`src/rtl/reg_file_pkg.sv`:
```
// -----------------------------------------------------------------------------
// reg_file_pkg
// Shared defaults and types for the register-file slice.
//   DATA_W   : default register / data-port width in bits
//   ADDR_W   : default address width
//   NUM_REGS : register count implied by ADDR_W (2**ADDR_W)
//   addr_t   : address type at the default width
//   data_t   : data type at the default width
// -----------------------------------------------------------------------------
package reg_file_pkg;

  localparam int DATA_W   = 8;
  localparam int ADDR_W   = 4;
  localparam int NUM_REGS = 2 ** ADDR_W;

  typedef logic [ADDR_W-1:0] addr_t;
  typedef logic [DATA_W-1:0] data_t;

endpackage : reg_file_pkg

```
`src/rtl/reg_file_example.sv`:
```
// -----------------------------------------------------------------------------
// reg_file_example
// NUM_REGS x DATA_W register file. It has two combinational read ports and one
// synchronous write port.
// Ports (in positional order):
//   RA1, RA2     : read addresses for data_out1 / data_out2
//   WA           : write address
//   data_in      : write data
//   clk          : clock. Writes happen on the rising edge.
//   reset        : asynchronous active-low clear of every register
//   write_enable : active-high write strobe
//   data_out1/2  : reg[RA1] / reg[RA2], with zero latency
// -----------------------------------------------------------------------------
module reg_file_example #(
  parameter int DATA_W = reg_file_pkg::DATA_W,
  parameter int ADDR_W = reg_file_pkg::ADDR_W
) (
  input  logic [ADDR_W-1:0] RA1,
  input  logic [ADDR_W-1:0] RA2,
  input  logic [ADDR_W-1:0] WA,
  input  logic [DATA_W-1:0] data_in,
  input  logic              clk,
  input  logic              reset,
  input  logic              write_enable,
  output logic [DATA_W-1:0] data_out1,
  output logic [DATA_W-1:0] data_out2
);

  localparam int NUM_REGS = 2 ** ADDR_W;

  logic [DATA_W-1:0] regs_r [NUM_REGS];
  logic              we_s;

  // The strobe compares against 1'b1 so that an unknown strobe is not
  // treated as a write in simulation.
  assign we_s = (write_enable == 1'b1);

  // Storage: reset clears the whole array. Otherwise, only the addressed
  // register loads when the strobe is active.
  always_ff @(posedge clk or negedge reset) begin
    if (!reset) begin
      regs_r <= '{default: '0};
    end else if (we_s) begin
      regs_r[WA] <= data_in;
    end
  end

  // The read ports are plain muxes with no write-through bypass. A same-address
  // write becomes visible only after the edge. Every address is in range
  // because NUM_REGS = 2**ADDR_W.
  assign data_out1 = regs_r[RA1];
  assign data_out2 = regs_r[RA2];

endmodule : reg_file_example

```
`config.mk`:
```
export PLATFORM = sky130hd
export DESIGN_NAME = reg_file_example
export DESIGN_NICKNAME = d
export VERILOG_FILES = /design/src/rtl/reg_file_pkg.sv /design/src/rtl/reg_file_example.sv
export SDC_FILE = /design/constraint.sdc
export NUM_CORES = 1
export LEC_CHECK = 0
export BUFFER_PORTS_ARGS = -buffer_cell sky130_fd_sc_hd__buf_2
export CORE_UTILIZATION = 40
export DETAILED_ROUTE_END_ITERATION = 16
export HOLD_SLACK_MARGIN = 0.08
export PLACE_DENSITY = 0.6
export SYNTH_ARGS = -nofsm -noshare
export SYNTH_HDL_FRONTEND = slang
export SYNTH_SLANG_ARGS = --single-unit
```
`constraint.sdc`:
```
create_clock -name clk -period 1.3 [get_ports clk]
set_input_delay 0.065 -clock clk [delete_from_list [all_inputs] [get_ports clk]]
set_output_delay 0.065 -clock clk [all_outputs]
set_load 0.01 [all_outputs]
```
==> impl_metrics.tcl, run 1 <==
set metrics [dict create \
    dp_hpwl_um 11700 \
    reg2regPathDepth 2 \
    overflow 0 \
    violations "negative setup slack" \
    track_usage_pct 21.6 \
    grt_util_met1_pct 29.6 \
    critPathCaptureType "output pin" \
    power_switching_mw 3.70 \
    timing.rr.end "regs_r[79]" \
    setup.worst_path.class "register to output pin" \
    synth_seq_cells 128 \
    place_congestion 0.776 \
    synth_edf_count 0 \
    clockBufferDepth 2 \
    clock_latency_ns 0.42 \
    grt_pass1_wl_um 28100 \
    netlist-cell-type-count 24 \
    internal-power_mw 10.1 \
    reg_top3 "regs_r (128)" \
    finalPower_mw 13.8 \
    p_leak_nw 3.53 \
    rows 47 \
    layout-drive-gt1-share_pct 67.9 \
    powerDensity_mw_per_mm2 1620 \
    layout.cells.most_common "dfrtp_1" \
    wire_per_inst_um 23.5 \
    die_width_um 133 \
    regToRegSetupSlack_ns 0.38 \
    die_y_um 133 \
    ios 39 \
    async_reset_ff_share_pct 100 \
    io_buffers 38 \
    crit_arrival_ns 1.79 \
    met3_usage_pct 3.37 \
    finalInstanceArea_mm2 0.00852 \
    synth_seq_area_share_pct 46.7 \
    core-area_mm2 0.0166 \
    synth_nets 458 \
    combinationalPowerShare_pct 23.3 \
    clk_pin_slew_ns 0.06 \
    setup_slack_ns -0.555 \
    max-vdd-ir-drop_mv 1.04 \
    period_needed_ns 1.85 \
    grt_busiest_layer "met2" \
    nNetsFinal 530 \
    pwr-share-seq_pct 40.4 \
    rsz0062_at_grt "yes" \
    postRouteAntennaNets 0 \
    mostFrequentLayoutCells "dfrtp_1, mux2_2, mux4_2" \
    regToRegStartpoint "regs_r[79]" \
    clkPwrFrac_pct 36.3 \
    max_clock_freq_mhz 539 \
    timing.final.crit_share_pct 143 \
    use_met2_pct 34.6 \
    antenna_found_initial 0 \
    hold_class "primary input to asynchronous set/reset pin" \
    largest_register_ffs 128 \
    area_growth_pct 24.3 \
    h-tree-depth 4 \
    numCtsBuffers 17 \
    die_area_mm2 0.0177 \
    worst_slew_pin_slew_ns 1.25 \
    dr.pass1.iters 4 \
    maxCapViolCount 0 \
    routed_wl_um 17400 \
    cts_tree "built" \
    skew_ns 0 \
    route.detailed.drc 0 \
    setup_violations 16 \
    cts.sinks 128 \
    syn_area_mm2 0.00685 \
    finalHoldViolCount 0 \
    syn_area_per_cell_um2 15.8 \
    syn_inst 435 \
    critPathMaxFanout 3 \
    switching_share_pct 26.8 \
    critPathRequiredTime_ns 1.24 \
    via_count 4347 \
    ys_warn_count 0 \
    n_antenna_cell 0 \
    yosys_most_used_dff "dfrtp_1" \
    top_register "regs_r" \
    start_util_pct 41.2 \
    drt_iter0_markers 342 \
    cp-start-kind "register" \
    status "complete, but fails checks" \
    placed_cell_area_mm2 0.00770 \
    first_global_vias 4708 \
    grt_max_degree 57 \
    max_slew_margin_pct 16.6 \
    cts_root_buf "clkbuf_16" \
    slew_viol_final 0 \
    num-fill-cells 1375 \
    via_per_inst 5.87 \
]
==> final cells by class <==
| cell class | count | area [um^2] | share of cell area [%] |
|---|---|---|---|
| Tap cell | 220 | 275 | 3.23 |
| Multi-Input combinational cell | 273 | 3620 | 42.6 |
| Sequential cell | 128 | 3200 | 37.6 |
| Timing Repair Buffer | 87 | 795 | 9.33 |
| Clock buffer | 18 | 429 | 5.04 |
| Clock inverter | 14 | 190 | 2.23 |
==> per-layer routing <==
metal  routed length [um]  vias to the layer above  part of all wire, %
met4                  388                        0                  2.2
met3                  835                       28                  4.8
met1                 7540                     2345                   43
met2                 8660                      123                   50
li1                     -                     1851                    -
met5                    0                        -                    0
==> per-stage QoR <==
step	util, %	setup WS, ns	TNS, ns	instances	hold slack, ns
floorplan	-	0.0170	0	435	-0.231
global placement	46.3	-0.326	-9.05	702	-0.0278
detailed placement	46.3	-0.309	-10.12	702	-0.0270
CTS	50.9	-0.555	-8.16	737	0.0847
global route	51.2	-0.602	-8.89	740	0.102
finish	51.2	-0.555	-8.11	740	0.0812
==> worst max-delay path: stages (launching register included) <==
cell	delay, ns
dfrtp_1	0.41
mux4_2	0.50
a22oi_2	0.23
nand2_1	0.09
buf_2	0.14
==> logic make-up (layout without fill, tap and decap cells) <==
kind of cell           Yosys count  after routing  synth area share, %
flip-flops                     128            128                 46.7
AO/OA/AOI/OAI                   32             32                 3.51
AND/OR/NAND/NOR                 49             49                 4.86
multiplexers                   192            192                 42.5
buffers and inverters           34            119                 2.37
==> power by group through the flow <==
stage          registers (mW)  logic, mW  clock network [mW]
5_1_grt                  5.73       3.44                5.26
3_3_place_gp             5.57       2.92                   0
2_1_floorplan            5.40       2.22                   0
3_5_place_dp             5.64       3.00                   0
6_report                 5.59       3.22                5.02
4_1_cts                  5.58       3.17                5.08
==> cell usage after synthesis, types with 3 or more instances <==
master,count,share of area [%]
mux2_2,120,20
nand2_1,18,0.99
mux4_2,64,21
nor3_2,3,0.44
mux2_4,8,1.8
clkbuf_1,16,0.88
a22oi_1,32,3.5
nor2b_1,4,0.37
nor2_2,6,0.55
dfrtp_1,128,47
buf_1,4,0.22
nor3_4,3,0.71
buf_2,10,0.73
==> repair_timing <==
item,in CTS,in global routing
hold buffers,1,0
buffers inserted,2,3
setup endpoints to repair,16,16
pin swaps,24,14
gates resized for setup,24,5
endpoints found under the hold margin,128,0
==> worst max path at each step <==
| stage | from | to | slack [ns] | cells past startpoint |
|---|---|---|---|---|
| after floorplan | RA1[0] | data_out1[1] | 0.02 | 5 |
| after global placement | RA1[2] | data_out1[2] | -0.33 | 5 |
| after detailed placement | RA1[0] | data_out1[3] | -0.31 | 6 |
| after CTS | regs_r[34] | data_out2[2] | -0.55 | 4 |
| after global routing | regs_r[98] | data_out1[2] | -0.60 | 4 |
| final | regs_r[79] | data_out2[7] | -0.55 | 4 |
Power figures use the tool's default switching activity.
==> inputs of run 2 (changes only) <==
--- a/config.mk
+++ b/config.mk
@@ -7,7 +7,9 @@
 export LEC_CHECK = 0
 export BUFFER_PORTS_ARGS = -buffer_cell sky130_fd_sc_hd__buf_2
 export CORE_UTILIZATION = 40
+export CTS_CLUSTER_DIAMETER = 80
 export DETAILED_ROUTE_END_ITERATION = 16
+export GPL_TIMING_DRIVEN = 0
 export HOLD_SLACK_MARGIN = 0.08
 export PLACE_DENSITY = 0.6
 export SYNTH_ARGS = -nofsm -noshare
==> impl_metrics.tcl, run 2 (synthesized netlist as in run 1, its figures left out) <==
set metrics [dict create \
    period_needed_ns 1.92 \
    hold_class "primary input to register" \
    io_buffers 34 \
    grt_pass1_wl_um 27300 \
    via_count 4229 \
    first_global_vias 4649 \
    finalInstanceArea_mm2 0.00819 \
    critPathBufInv 1 \
    area_growth_pct 19.5 \
    clock_latency_ns 0.42 \
    mostFrequentLayoutCells "dfrtp_1, mux2_2, mux4_2" \
    numCtsBuffers 17 \
    h-tree-depth 4 \
    wire_per_inst_um 23.9 \
    maxCapViolCount 0 \
    powerDensity_mw_per_mm2 1650 \
    via_per_inst 5.77 \
    placed_cell_area_mm2 0.00735 \
    num-fill-cells 1419 \
    cts.sinks 128 \
    cp-start-kind "register" \
    crit_family "multiplexers" \
    largest_register_ffs 128 \
    critPathRequiredTime_ns 1.24 \
    antenna_found_initial 0 \
    reg2regPathDepth 2 \
    layout.cells.most_common "dfrtp_1" \
    status "complete, but fails checks" \
    track_usage_pct 21.5 \
    final_util_pct 49.2 \
    critPathCaptureType "output pin" \
    timing.rr.end "regs_r[39]" \
    setup_violations 16 \
    grt_max_degree 84 \
    regToRegSetupSlack_ns 0.41 \
    max-vdd-ir-drop_mv 1.05 \
    clockBufferDepth 2 \
    crit_arrival_ns 1.85 \
    route.detailed.drc 0 \
    setup_slack_ns -0.618 \
    nNetsFinal 525 \
    critPathMaxFanout 3 \
    dr.pass1.iters 5 \
    skew_ns 0 \
    cts_root_buf "clkbuf_16" \
    p_leak_nw 3.39 \
    top_register "regs_r" \
    place_congestion 0.798 \
    worst_slew_pin_slew_ns 0.980 \
    layout-drive-gt1-share_pct 60.4 \
    postRouteAntennaNets 0 \
    hp-start "WA[2]" \
    fin_cells 733 \
    crit_slowest_cell "mux4_2" \
    die_area_mm2 0.0177 \
    ios 39 \
    holdPathStages 3 \
    slew_viol_final 0 \
    max_slew_margin_pct 34.4 \
    die_width_um 133 \
    rows 47 \
    reg_top3 "regs_r (128)" \
    n_antenna_cell 0 \
    rsz0062_at_grt "yes" \
    overflow 0 \
    finalHoldViolCount 0 \
    worst-path-stages 4 \
    violations "negative setup slack" \
    timing.final.crit_share_pct 148 \
    die_y_um 133 \
    regToRegStartpoint "regs_r[39]" \
    setup.worst_path.class "register to output pin" \
    path_cells "mux4_2, a22oi_2, nand2_2, buf_6" \
    dp_hpwl_um 11900 \
    clk_pin_slew_ns 0.06 \
    hold-path-endpoint "regs_r[40]" \
    start_util_pct 41.2 \
    max_clock_freq_mhz 521 \
    routed_wl_um 17500 \
    drt_iter0_markers 227 \
    slowest_delay_ns 0.50 \
    dp_cells 690 \
    core-area_mm2 0.0166 \
    cts_tree "built" \
]
[run 2: power breakdown]
| part | switching, mW | internal [mW] | leakage, nW |
|---|---|---|---|
| logic | 1.18 | 1.89 | 1.53 |
| registers | 0.650 | 4.92 | 1.57 |
| clock network | 1.67 | 3.19 | 0.296 |
| total | 3.50 | 10.0 | 3.39 |
[run 2: repair_timing]
action / CTS / global route
hold buffers: 9 / 0
pin swaps: 23 / 6
buffers inserted: 3 / 1
endpoints found under the setup margin: 16 / 32
hold endpoints to repair: 141 / 0
gates resized for setup: 20 / 4
[run 2: layout make-up]
| class | instances | area, um^2 | share of cell area, % |
|---|---|---|---|
| multi-input combinational | 273 | 3580 | 43.7 |
| clock buffer | 24 | 492 | 6.01 |
| buffer | 34 | 190 | 2.32 |
| clock inverter | 6 | 105 | 1.28 |
| timing repair buffer | 48 | 343 | 4.19 |
| sequential | 128 | 3200 | 39.1 |
| tap | 220 | 275 | 3.36 |
[run 2: worst register-to-register path, stage by stage, from the launching register on]
cell and delay [ns]:
dfrtp_1 0.39, buf_4 0.14, mux2_2 0.25
[run 2: how the worst max path moves through the flow]
stage | from | to
detailed placement | RA2[1] | data_out2[2]
global route | regs_r[98] | data_out2[2]
floorplan | RA1[0] | data_out1[1]
CTS | regs_r[98] | data_out2[2]
global placement | reset | regs_r[12]
finish | regs_r[98] | data_out2[2]
[run 2: layer usage]
layer  up-vias  track usage [%]  part of all wire, %
met4         0             6.51                  1.8
met3        28             4.41                  3.1
met1      2271             27.2                   43
li1       1839                -                    -
met2        91             37.1                   52
met5         -                0                    0
[run 2: per-stage QoR]
stage	TNS (ns)	power (mW)	setup slack, ns	hold slack, ns
2_1_floorplan	0	7.62	0.0170	-0.231
3_3_place_gp	-230.01	8.35	-1.52	0.385
3_5_place_dp	-38.52	8.53	-0.666	0.0335
4_1_cts	-8.42	13.5	-0.603	0.106
5_1_grt	-9.28	14.1	-0.649	0.115
6_report	-8.36	13.5	-0.618	0.109
